==> src/rtl/uctrl_prefetch_fifo.sv <==
// uctrl_prefetch_fifo
//   Instruction prefetch buffer for the microcontroller decoder. A small fetch
//   FSM reads code bytes from the ROM one at a time (one request outstanding)
//   and queues {pc, byte} pairs in a circular buffer that the decoder drains.
//   A flush (jump/call/ret/interrupt) empties the buffer and redirects fetch.
//
// Parameters
//   DEPTH    : number of buffer entries (power of 2, 2..16)
//   RESET_PC : first fetch address after reset
//
// Ports
//   CK        in   clock, all state updates on the rising edge
//   R         in   synchronous active-high reset
//   rom_req   out  code-ROM read request (held until the ack cycle)
//   rom_addr  out  code-ROM byte address (held until the ack cycle)
//   rom_ack   in   ROM read complete, rom_data valid this cycle
//   rom_data  in   ROM read byte
//   ib_valid  out  head entry available to the decoder
//   ib_data   out  head byte (0 when empty)
//   ib_pc     out  address of head byte (0 when empty)
//   ib_pop    in   decoder consumes the head this cycle
//   flush     in   redirect request
//   flush_pc  in   redirect target address
//
// Build option
//   UCTRL_PREFETCH_BYPASS_EN : when defined, an ack arriving while the buffer
//   is empty is presented on ib_* in the same cycle; a same-cycle ib_pop
//   consumes it without writing the buffer. When undefined, ib_* are driven
//   from registered state only.
//
// Fetch FSM
//   state | meaning
//   IDLE  | no request outstanding; issue when there is room and no flush
//   FETCH | request outstanding; ack data is pushed into the buffer
//   DROP  | request outstanding but a flush arrived; ack data is discarded

module uctrl_prefetch_fifo #(
  parameter int          DEPTH    = 4,
  parameter logic [15:0] RESET_PC = 16'h0000
) (
  input  logic        CK,
  input  logic        R,
  output logic        rom_req,
  output logic [15:0] rom_addr,
  input  logic        rom_ack,
  input  logic [7:0]  rom_data,
  output logic        ib_valid,
  output logic [7:0]  ib_data,
  output logic [15:0] ib_pc,
  input  logic        ib_pop,
  input  logic        flush,
  input  logic [15:0] flush_pc
);

  localparam int PTR_W = $clog2(DEPTH);
  localparam int CNT_W = $clog2(DEPTH + 1);

  typedef enum logic [1:0] {
    IDLE  = 2'd0,
    FETCH = 2'd1,
    DROP  = 2'd2
  } fetchState_t;

  fetchState_t state;
  fetchState_t stateNext;

  logic [15:0]      memPc   [DEPTH];
  logic [7:0]       memData [DEPTH];
  logic [PTR_W-1:0] headPtr;
  logic [PTR_W-1:0] tailPtr;
  logic [CNT_W-1:0] count;
  logic [15:0]      fetchPc;   // next address to request
  logic [15:0]      reqAddr;   // address of the outstanding request

  logic fifoEmpty;
  logic ackFetch;
  logic popFifo;
  logic pushFifo;

  assign fifoEmpty = (count == '0);
  // A flush in the ack cycle turns the ack into a discard.
  assign ackFetch  = (state == FETCH) && rom_ack && !flush;

  assign rom_req  = (state != IDLE);
  assign rom_addr = (state == IDLE) ? fetchPc : reqAddr;

  always_comb begin : ibOutputs
    ib_valid = !fifoEmpty;
    ib_data  = fifoEmpty ? 8'h00 : memData[headPtr];
    ib_pc    = fifoEmpty ? 16'h0000 : memPc[headPtr];
    popFifo  = ib_pop && !fifoEmpty && !flush;
    pushFifo = ackFetch;
`ifdef UCTRL_PREFETCH_BYPASS_EN
    if (fifoEmpty && ackFetch) begin
      ib_valid = 1'b1;
      ib_data  = rom_data;
      ib_pc    = reqAddr;
      // Consumed straight off the ROM bus: nothing to store.
      pushFifo = !ib_pop;
    end
`endif
  end

  always_comb begin : nextState
    stateNext = state;
    case (state)
      IDLE: begin
        // Room exists if the buffer is not full or the head leaves this cycle.
        if (!flush && ((count < CNT_W'(DEPTH)) || popFifo)) begin
          stateNext = FETCH;
        end
      end
      FETCH: begin
        if (rom_ack) begin
          stateNext = IDLE;
        end else if (flush) begin
          stateNext = DROP;
        end
      end
      DROP: begin
        if (rom_ack) begin
          stateNext = IDLE;
        end
      end
      default: stateNext = IDLE;
    endcase
  end

  always_ff @(posedge CK) begin : ctrlRegs
    if (R) begin
      state   <= IDLE;
      headPtr <= '0;
      tailPtr <= '0;
      count   <= '0;
      fetchPc <= RESET_PC;
      reqAddr <= RESET_PC;
    end else begin
      state <= stateNext;
      if ((state == IDLE) && (stateNext == FETCH)) begin
        reqAddr <= fetchPc;
      end
      if (flush) begin
        headPtr <= '0;
        tailPtr <= '0;
        count   <= '0;
        fetchPc <= flush_pc;
      end else begin
        if (ackFetch) begin
          fetchPc <= reqAddr + 16'd1;
        end
        if (pushFifo) begin
          tailPtr <= tailPtr + PTR_W'(1);
        end
        if (popFifo) begin
          headPtr <= headPtr + PTR_W'(1);
        end
        case ({pushFifo, popFifo})
          2'b10:   count <= count + CNT_W'(1);
          2'b01:   count <= count - CNT_W'(1);
          default: count <= count;
        endcase
      end
    end
  end

  // Storage needs no reset: count gates every read.
  always_ff @(posedge CK) begin : bufferWrite
    if (!R && pushFifo) begin
      memPc[tailPtr]   <= reqAddr;
      memData[tailPtr] <= rom_data;
    end
  end

endmodule
==> config.mk <==
export PLATFORM = sky130hd
export DESIGN_NAME = uctrl_prefetch_fifo
export DESIGN_NICKNAME = d
export VERILOG_FILES = /design/src/rtl/uctrl_prefetch_fifo.sv
export SDC_FILE = /design/constraint.sdc
export NUM_CORES = 1
export LEC_CHECK = 0
export ABC_AREA = 1
export BUFFER_PORTS_ARGS = -buffer_cell sky130_fd_sc_hd__buf_4
export CORE_ASPECT_RATIO = 1.25
export CORE_UTILIZATION = 55
export CTS_CLUSTER_SIZE = 40
export DETAILED_ROUTE_END_ITERATION = 10
export PLACE_DENSITY = 0.83
export SLEW_MARGIN = 5
export SYNTH_ARGS = -nofsm -noshare
export SYNTH_HDL_FRONTEND = slang
export SYNTH_SLANG_ARGS = --single-unit
==> constraint.sdc <==
create_clock -name CK -period 3.15 [get_ports CK]
set_input_delay 0.4725 -clock CK [delete_from_list [all_inputs] [get_ports CK]]
set_output_delay 0.4725 -clock CK [all_outputs]
set_load 0.05 [all_outputs]
==> impl_metrics.csv, run 1 <==
group,metric,value,unit
clock_network,post_cts_resized,0,
floorplan,io_pins,71,
global_routing,gr-total-overflow,0,
detailed_routing,num_vias,4657,
clock_network,path_clk_slew,0.05,ns
pwr,powerDensity,598,nW/um^2
worst_hold_path,min_path_type,"input port to flop",
timing,max_slew_margin,0.431,
final_layout,fillers,820,
clock_network,cts_tree,"done",
final_layout,area_growth_syn_to_layout,20.3,%
pwr,p_leak,2.77,nW
clock_network,root_buffer,"clkbuf_16",
pwr,p_total,4.34,mW
floorplan,start_util,0.568,
detailed_routing,routed_wl,13300,um
final_layout,mostFrequentLayoutCells,"nor2_1 (115), edfxtp_1 (96), nand2_1 (90)",
place,pre_cts_ws,0.872,ns
detailed_routing,drc,0,
critical_path,cp_max_fo,48,
final_layout,utilization,0.683,
detailed_routing,wl_per_cell,15.8,um
timing,worstMarginPinSlew,0.853,ns
critical_path,crit_path_end_kind,"primary output",
yosys,synth_cells,627,
place,hpwl,8140,um
timing,maxClockFrequency,0.378,GHz
detailed_routing,drt-initial-drc-count,313,
yosys,ys_ff_latch,139,
flow_run,drv_cap,0,
critical_path,cp.required,2.68,ns
global_routing,first_global_vias,4581,
floorplan,die_x,95.6,um
critical_path,startpoint_type,"flop",
clock_network,numCtsBuffers,17,
global_routing,track_usage,0.250,
global_routing,antenna_found_initial,0,
run_status,outcome,"finished, final reports clean",
detailed_routing,viasPerCell,5.54,
clock_network,htreeDepth,4,
timing,setup_violations,0,
final_layout,final_common_cell,"nor2_1",
timing,post-route-period-util,0.840,
floorplan,die_h,119,um
timing,post-route-min-period,2.65,ns
timing,hold_slack,0.262,ns
global_routing,grt_max_degree,49,
detailed_routing,first_pass_iters,5,
final_layout,layout-drive-gt1-share,0.178,
final_layout,diodes,0,
clock_network,clkLatencyLatePin,0.41,ns
timing,hold_violations,0,
final_layout,final_nets,731,
clock_network,cts_num_sinks,139,
yosys,yosysSeqAreaShare,0.621,
clock_network,cts_setup_buffers,0,
place,gp_congestion,0.838,
yosys,synth_area_per_cell,9.61,sq um
clock_network,hold_buffers,0,
global_routing,grt_pass1_wl,21100,um
floorplan,core-area,10600,sq um
yosys,synth_area,6020,sq um
critical_path,worst-setup-path-type,"flop to primary output",
floorplan,rows,42,
timing,setup_ws,0.504,ns
pwr,worst_ir_drop_vdd,0.000407,V
timing,rsz0062_at_grt,"false",
detailed_routing,ant_nets,0,
timing,tns,0,ns
place,io_buffers,70,
critical_path,arrival,2.17,ns
timing,skew,0.00568,ns
yosys,syn_nets,663,
yosys,yosys_warnings,0,
floorplan,die-area,11400,sq um
yosys,synth_cell_types,34,
clock_network,cts.path.max_buffers,2,
timing,maxSlewViolCount,0,
layout make-up:
class	count	area [sq um]	area share
multi-input combinational	411	1970	0.272
clock buffer	24	482	0.0665
timing repair buffer	79	593	0.0819
inverter	47	179	0.0247
clock inverter	8	115	0.0159
sequential	139	3740	0.517
tap	132	165	0.0228
registers in the layout, indices dropped and copies added (netlist names), named ones only:
signal,flops
memData,32
state,2
memPc,64
tailPtr,2
count,3
reqAddr,16
fetchPc,16
headPtr,2
kinds of logic after synthesis:
family / share of synthesized area
fa+ha+maj: 0.0158
buf+inv: 0.0536
flops: 0.621
xor+xnor: 0.00145
simple gates: 0.170
compound gates: 0.138
power breakdown:
| part | switching, mW | internal (mW) | leakage, nW | total, mW |
|---|---|---|---|---|
| Sequential | 0.0517 | 1.99 | 1.23 | 2.05 |
| Clock | 0.688 | 1.30 | 0.289 | 1.99 |
| Combinational | 0.205 | 0.0966 | 1.25 | 0.302 |
| Total | 0.945 | 3.39 | 2.77 | 4.34 |
path summary, 6_finish.rpt:
kind                                      end        start  cells past startpoint  slack (ns)
worst min-delay path            memData[1][7]  rom_data[7]                      1        0.26
worst max register to register       count[1]     state[0]                      9        1.09
worst min register to register     headPtr[0]   headPtr[0]                      1        0.49
worst max-delay path                ib_pc[14]         flop                      5        0.50
metal layers:
layer / up-vias / track usage / share of wire
met5: - / 0 / 0
met4: 0 / 0.0989 / 0.014
met1: 2205 / 0.295 / 0.40
met3: 17 / 0.0594 / 0.059
li1: 2262 / - / -
met2: 173 / 0.431 / 0.52
synthesized netlist by cell type:
cell type / n / area [sq um]
nor2_1: 119 / 447
edfxtp_1: 96 / 2880
nand2_1: 90 / 338
o21ai_0: 88 / 440
a21oi_1: 59 / 295
dfxtp_1: 43 / 861
inv_1: 43 / 161
nand3_1: 17 / 85.1
clkbuf_1: 15 / 56.3
buf_2: 10 / 50.1
ha_1: 6 / 75.1
a31oi_1: 5 / 31.3
nor2_4: 4 / 45.0
o21ai_1: 4 / 20.0
buf_4: 3 / 22.5
inv_2: 3 / 11.3
a22o_1: 2 / 17.5
nand2_2: 2 / 12.5
nand4_1: 2 / 12.5
nor2_2: 2 / 12.5
a2111oi_1: 1 / 10.0
buf_1: 1 / 3.75
buf_6: 1 / 11.3
fa_1: 1 / 20.0
inv_4: 1 / 6.26
nand2_4: 1 / 11.3
nand3_2: 1 / 10.0
nand3_4: 1 / 17.5
nand3b_1: 1 / 7.51
nor3_2: 1 / 10.0
nor3_4: 1 / 16.3
o211ai_1: 1 / 7.51
o21a_1: 1 / 7.51
xor2_1: 1 / 8.76
critical path, cell delays in order, from the launching register on:
cell	delay, ns
dfxtp_1	0.32
buf_4	0.21
inv_2	0.52
o21ai_0	0.17
a21oi_1	0.28
buf_4	0.25
through the flow:
step / cell area, sq um / instances
4_1_cts: 7250 / 840
5_1_grt: 7250 / 840
2_1_floorplan: 6020 / 627
3_3_place_gp: 6650 / 808
3_5_place_dp: 6650 / 808
6_report: 7250 / 840
No activity file was read; power rests on OpenSTA's default activity.
==> run 2, diff against run 1 <==
--- a/config.mk
+++ b/config.mk
@@ -5,13 +5,13 @@
 export SDC_FILE = /design/constraint.sdc
 export NUM_CORES = 1
 export LEC_CHECK = 0
-export ABC_AREA = 1
+export ABC_AREA = 0
 export BUFFER_PORTS_ARGS = -buffer_cell sky130_fd_sc_hd__buf_4
 export CORE_ASPECT_RATIO = 1.25
-export CORE_UTILIZATION = 55
+export CORE_UTILIZATION = 52
 export CTS_CLUSTER_SIZE = 40
 export DETAILED_ROUTE_END_ITERATION = 10
-export PLACE_DENSITY = 0.83
+export PLACE_DENSITY = 0.82
 export SLEW_MARGIN = 5
 export SYNTH_ARGS = -nofsm -noshare
 export SYNTH_HDL_FRONTEND = slang
==> constraint.sdc (replaced) <==
create_clock -name CK -period 2.3 [get_ports CK]
set_input_delay 0.345 -clock CK [delete_from_list [all_inputs] [get_ports CK]]
set_output_delay 0.345 -clock CK [all_outputs]
set_load 0.05 [all_outputs]
==> run 2 against run 1 <==
  * Combinational power increased by 30%
  * Largest power group unchanged
  * Sequential power grew 34%
  * Highest routed layer unchanged
  * Core utilization shrank 2.0 points
  * Clock power rose by 33%
  * Setup slack lost 0.41 ns
  * Clock skew is 0.0012 ns higher
  * Total power rose by 33%
==> impl_metrics.csv, run 2 <==
group,metric,value,unit
yosys,yosysTopAreaCellShare,0.486,
detailed_routing,routed_wl,12300,um
detailed_routing,viasPerCell,5.72,
yosys,yosys.area.top_type,"edfxtp_1",
global_routing,grt_pass1_wl,19700,um
floorplan,core-area,11100,sq um
final_layout,final_common_cell,"edfxtp_1",
floorplan,io_pins,71,
global_routing,track_usage,0.220,
final_layout,area_growth_syn_to_layout,23.8,%
worst_hold_path,min_to,"state[1]",
pwr,p_total,5.77,mW
yosys,synthAdderAreaFrac,0.0160,
yosys,yosys_warnings,0,
timing,maxSlewViolCount,0,
yosys,syn_nets,454,
clock_network,path_clk_slew,0.06,ns
worst_hold_path,min_path_type,"input port to flop",
place,io_buffers,70,
yosys,synth_cell_types,44,
timing,post-route-min-period,2.20,ns
yosys,synth_compound_area_frac,0.0538,
final_layout,mostFrequentLayoutCells,"edfxtp_1 (96), buf_4 (86), dfxtp_1 (42)",
final_layout,fillers,765,
yosys,synth-xor-area-share,0.0207,
final_layout,final_nets,541,
yosys,synth_area,5930,sq um
pwr,p_int,4.48,mW
critical_path,crit_path_end_kind,"primary output",
pwr,powerDensity,786,nW/um^2
detailed_routing,num_vias,3733,
detailed_routing,wl_per_cell,18.8,um
worst_hold_path,whs_path_depth,2,
critical_path,cp.required,1.96,ns
timing,skew,0.00683,ns
pwr,worst_ir_drop_vdd,0.000544,V
worst_hold_path,hp-start,"rom_ack",
clock_network,clkLatencyLatePin,0.41,ns
yosys,ys_ff_latch,139,
timing,setup_violations,0,
yosys,synthSimpleGateAreaFrac,0.109,
yosys,ys_async_sr_fraction,0,
final_layout,layout-drive-gt1-share,0.324,
place,gp_congestion,0.834,
detailed_routing,drt-initial-drc-count,230,
timing,tns,0,ns
critical_path,startpoint_type,"flop",
floorplan,start_util,0.535,
critical_path,r2r_slack,0.12,ns
final_layout,largest_reg_flops,64,
critical_path,reg2reg_to,"count[2]",
pwr,p_sw_frac,0.223,
clock_network,root_buffer,"clkbuf_16",
critical_path,rr_worst_depth,8,
yosys,synth_cells,418,
timing,worstMarginPinSlew,0.734,ns
clock_network,cts_num_sinks,139,
yosys,synth_flop_cell,"edfxtp_1",
run_status,outcome,"finished, final reports clean",
timing,hold_violations,0,
timing,max_slew_margin,0.509,
global_routing,antenna_found_initial,0,
global_routing,gr-total-overflow,0,
yosys,synth_top_family_by_area,"multiplexers",
final_layout,regMostFlops,"memPc",
final_layout,utilization,0.663,
yosys,yosysSeqAreaShare,0.631,
pwr,switchingPower,1.29,mW
clock_network,cts_tree,"done",
critical_path,cp_num_buf_inv,2,
timing,post-route-period-util,0.957,
clock_network,cts.path.max_buffers,2,
yosys,synthMuxAreaShare,0.144,
pwr,p_leak,2.62,nW
pwr,p_seq_frac,0.475,
pwr,clkPwrFrac,0.458,
floorplan,die_h,121,um
final_layout,diodes,0,
floorplan,die-area,11800,sq um
timing,rsz0062_at_grt,"false",
final_layout,reg_top3,"memPc x64, memData x32",
clock_network,numCtsBuffers,17,
detailed_routing,drc,0,
clock_network,hold_buffers,0,
flow_run,drv_cap,0,
pwr,combPwrFrac,0.068,
yosys,synth_edf_count,96,
timing,maxClockFrequency,0.454,GHz
global_routing,first_global_vias,3851,
critical_path,cp_cell_sequence,"buf_12, mux4_2, nor2b_1, buf_4",
floorplan,die_x,97.6,um
critical_path,worstReg2RegStart,"count[2]",
yosys,synth_area_per_cell,14.2,sq um
critical_path,cp_max_fo,11,
global_routing,grt_max_degree,37,
critical_path,arrival,1.86,ns
place,hpwl,7640,um
critical_path,slowest_stage,"mux4_2",
critical_path,max_stage_delay,0.53,ns
detailed_routing,first_pass_iters,5,
detailed_routing,ant_nets,0,
floorplan,rows,43,
yosys,synth_area_leaders,"edfxtp_1 (49%), dfxtp_1 (15%), mux4_2 (9.1%)",
yosys,synth.most_common_cell,"edfxtp_1",
critical_path,worst-setup-path-type,"flop to primary output",
clock_network,htreeDepth,4,
critical_path,cp_top_family,"multiplexers",
yosys,synthTopCellsByCount,"edfxtp_1 (96), dfxtp_1 (43), nor2_1 (36), nor2b_1 (33), mux4_2 (24)",
## run 2: metrics by stage
stage          setup slack (ns)  cells  instance area, sq um  hold slack, ns
6_report                 0.0985    653                  7340           0.121
5_1_grt                  0.0147    653                  7340           0.116
4_1_cts                  0.0255    651                  7330           0.110
3_5_place_dp              0.143    619                  6740           0.485
3_3_place_gp              0.249    619                  6740           0.477
2_1_floorplan            0.0945    418                  5930           0.424
## run 2: area by class of cell
type / count / area (sq um) / share of cell area
well taps: 135 / 169 / 0.0230
clock buffers: 19 / 443 / 0.0603
multi-input cells: 244 / 2040 / 0.278
clock inverters: 13 / 143 / 0.0194
repair buffers: 92 / 757 / 0.103
flip-flops and latches: 139 / 3750 / 0.510
inverters: 11 / 41.3 / 0.00562
## run 2: layer usage
layer,part of all wire,up-vias,global-route usage
met3,0.054,22,0.0547
met4,0.023,0,0.105
met5,0,-,0
li1,-,1744,-
met2,0.53,119,0.376
met1,0.39,1848,0.262
## run 2: cell families after synthesis
| kind of cell | Yosys count |
|---|---|
| flip-flops | 139 |
| AND/OR/NAND/NOR | 124 |
| multiplexers | 54 |
| AO/OA/AOI/OAI | 45 |
| buffers and inverters | 35 |
| XOR/XNOR | 14 |
| adder cells (fa/ha/maj) | 7 |
## run 2: worst max-delay path by stage
| stage | start | endpoint | slack [ns] | depth (start not counted) |
|---|---|---|---|---|
| after floorplan | flush | count[2] | 0.09 | 9 |
| after global placement | flush | count[2] | 0.25 | 8 |
| after detailed placement | flush | count[2] | 0.14 | 8 |
| after CTS | flop | ib_pc[1] | 0.03 | 4 |
| after global routing | state[0] | rom_addr[0] | 0.01 | 4 |
| final | flop | ib_pc[1] | 0.1 | 4 |
## run 2: power groups by stage
stage | clock network, mW | logic [mW] | registers, mW
finish | 2.64 | 0.392 | 2.74
global route | 2.78 | 0.414 | 2.74
CTS | 2.67 | 0.392 | 2.74
detailed placement | 0 | 0.386 | 2.79
global placement | 0 | 0.379 | 2.79
floorplan | 0 | 0.259 | 2.78
## run 2: what timing repair did
action,4_1_cts,5_1_grt
resized for setup,1,1
endpoints found under the setup margin,13,12
buffers inserted,0,2
## run 2: worst reg2reg max path, delay by kind of cell (launching register included)
family	cells	cell delay [ns]
and+or+nand+nor	3	0.69
adders and majority gates	2	0.63
xor gates and xnor gates	1	0.17
DFF	1	0.45
AOI/OAI and AO/OA	1	0.13
buffers and inverters	1	0.06
==> run 3, diff against run 2 <==
==> constraint.sdc (replaced) <==
create_clock -name CK -period 1.9 [get_ports CK]
set_input_delay 0.285 -clock CK [delete_from_list [all_inputs] [get_ports CK]]
set_output_delay 0.285 -clock CK [all_outputs]
set_load 0.05 [all_outputs]
==> run 3 against run 2 <==
  * Critical path depth unchanged
  * Worst hold slack got worse by 0.048 ns
  * Clock skew is essentially flat
  * Clock-buffer cell count down 1
  * Die area unchanged
  * The run now ends with setup timing left
  * Final area grew 11%
  * Cell count increased by 4.4%
  * Total power increased by 22%
  * Non-clock buffer count increased by 29
  * Critical endpoint is now ib_pc[8]
  * Sequential power is 21% higher
  * Largest power group unchanged
==> impl_metrics.csv, run 3 (synthesis gave the netlist of run 2 again) <==
group,metric,value,unit
timing,skew,0.00637,ns
critical_path,r2r_slack,-0.07,ns
floorplan,start_util,0.535,
final_layout,regMostFlops,"memPc",
worst_hold_path,min_path_type,"input port to flop",
clock_network,root_buffer,"clkbuf_16",
floorplan,io_pins,71,
critical_path,rr_worst_depth,9,
final_layout,layout-drive-gt1-share,0.428,
final_layout,fillers,658,
run_status,violations,"setup timing",
detailed_routing,viasPerCell,6.08,
clock_network,cts_num_sinks,139,
final_layout,ff_latch_area,3750,sq um
detailed_routing,wl_per_cell,22.0,um
final_layout,reg_top3,"memPc x64, memData x32",
pwr,worst_ir_drop_vdd,0.000661,V
clock_network,cts.path.max_buffers,2,
place,pre_cts_ws,-0.0725,ns
worst_hold_path,hp-start,"rom_data[6]",
flow_run,drv_cap,0,
timing,setup_ws,-0.204,ns
clock_network,numCtsBuffers,17,
clock_network,htreeDepth,4,
timing,post-route-min-period,2.10,ns
place,hpwl,8140,um
critical_path,cp.required,1.62,ns
clock_network,path_clk_slew,0.05,ns
place,gp_congestion,0.819,
detailed_routing,drt-initial-drc-count,354,
final_layout,fin_cells,682,
final_layout,mostFrequentLayoutCells,"edfxtp_1 (96), buf_4 (61), dfxtp_1 (37), buf_6 (37), nor2_1 (35)",
global_routing,gr-total-overflow,0,
detailed_routing,drc,0,
place,dp_cells,639,
floorplan,rows,43,
pwr,p_leak,3.03,nW
critical_path,max_stage_delay,0.49,ns
detailed_routing,top_layer,"met4",
final_layout,utilization,0.733,
timing,hold_slack,0.0737,ns
clock_network,cts_tree,"done",
detailed_routing,routed_wl,15000,um
global_routing,track_usage,0.250,
detailed_routing,first_pass_iters,5,
global_routing,grt_pass1_wl,21900,um
critical_path,crit_path_end_kind,"primary output",
final_layout,diodes,0,
critical_path,cp_cell_sequence,"clkbuf_16, mux4_2, nor2b_4, buf_6",
final_layout,multi_input_area,2290,sq um
critical_path,cp_max_fo,7,
detailed_routing,num_vias,4149,
floorplan,die-area,11800,sq um
floorplan,die_h,121,um
final_layout,largest_reg_flops,64,
detailed_routing,ant_nets,0,
timing,setup_violations,39,
timing,tns,-5.13,ns
critical_path,worst-setup-path-type,"flop to primary output",
timing,maxSlewViolCount,0,
final_layout,area_growth_syn_to_layout,36.9,%
timing,max_slew_margin,0.705,
timing,worstMarginPinSlew,0.442,ns
floorplan,die_x,97.6,um
run_status,outcome,"complete, but fails checks",
critical_path,arrival,1.82,ns
worst_hold_path,whs_path_depth,1,
floorplan,core-area,11100,sq um
global_routing,grt_max_degree,29,
timing,rsz0062_at_grt,"true",
critical_path,slowest_stage,"mux4_2",
place,io_buffers,70,
clock_network,clkLatencyLatePin,0.42,ns
detailed_routing,drt-met1-wl,5770,um
timing,maxClockFrequency,0.475,GHz
global_routing,first_global_vias,4144,
detailed_routing,met3WireLength,996,um
critical_path,startpoint_type,"flop",
timing,post-route-period-util,1.11,
critical_path,worstReg2RegStart,"count[1]",
critical_path,reg2reg_to,"count[2]",
pwr,powerDensity,870,nW/um^2
worst_hold_path,min_to,"memData[1][6]",
timing,hold_violations,0,
global_routing,antenna_found_initial,0,
final_layout,final_common_cell,"edfxtp_1",
detailed_routing,wl_met2,7880,um
final_layout,final_nets,570,
## run 3: changes by cell type in the layout (fill, tap and decap cells not counted), sizes merged
cell	previous run	this run
inv	13	11
buf	92	117
clkinv	4	10
clkinvlp	5	2
clkbuf	19	22
## run 3: cell type report
| cell class | instances | share of cell area |
|---|---|---|
| Inverter | 11 | 0.00508 |
| Clock buffer | 18 | 0.0528 |
| Tap cell | 135 | 0.0208 |
| Timing Repair Buffer | 121 | 0.161 |
| Clock inverter | 14 | 0.0160 |
| Sequential cell | 139 | 0.462 |
| Multi-Input combinational cell | 244 | 0.282 |
## run 3: stage by stage
step	power, mW	instance area (sq um)
final	7.06	8120
after global routing	7.25	8120
after CTS	7.02	7860
after detailed placement	3.87	6990
after global placement	3.86	6990
after floorplan	3.68	5990
## run 3: critical path: cells and delay by family (launching register included)
family,cells,cell delay (ns)
flip-flops,1,0.42
multiplexers,1,0.49
AND/OR/NAND/NOR,1,0.15
buffers and inverters,2,0.34
## run 3: repair_timing
| action | 4_1_cts | 5_1_grt |
|---|---|---|
| pin swaps | 2 | 1 |
| gates resized for setup | 80 | 32 |
| endpoints found under the hold margin | 0 | 0 |
| buffers inserted | 4 | 2 |
| endpoints found under the setup margin | 42 | 42 |
| hold buffers | 0 | 0 |
| gates cloned | 1 | 4 |
## run 3: worst max-delay path by stage
stage | start | end | slack [ns] | cells past startpoint
after floorplan | state[0] | rom_addr[11] | -0.23 | 4
after global routing | flop | ib_pc[4] | -0.25 | 4
after detailed placement | rom_ack | count[2] | -0.07 | 9
after CTS | flop | ib_pc[5] | -0.21 | 4
after global placement | rom_ack | count[2] | 0.02 | 9
final | flop | ib_pc[8] | -0.20 | 4
## run 3: report_power, final
| group | switching (mW) | internal (mW) | leakage (nW) | total [mW] |
|---|---|---|---|---|
| logic | 0.341 | 0.277 | 1.51 | 0.618 |
| clock network | 1.23 | 1.91 | 0.274 | 3.14 |
| registers | 0.0441 | 3.27 | 1.25 | 3.31 |
| total | 1.61 | 5.45 | 3.03 | 7.06 |
## run 3: per-layer routing
layer,global-route usage,vias up
met2,0.415,219
met1,0.310,2089
li1,-,1803
met3,0.0651,38
met4,0.110,0
met5,0,-
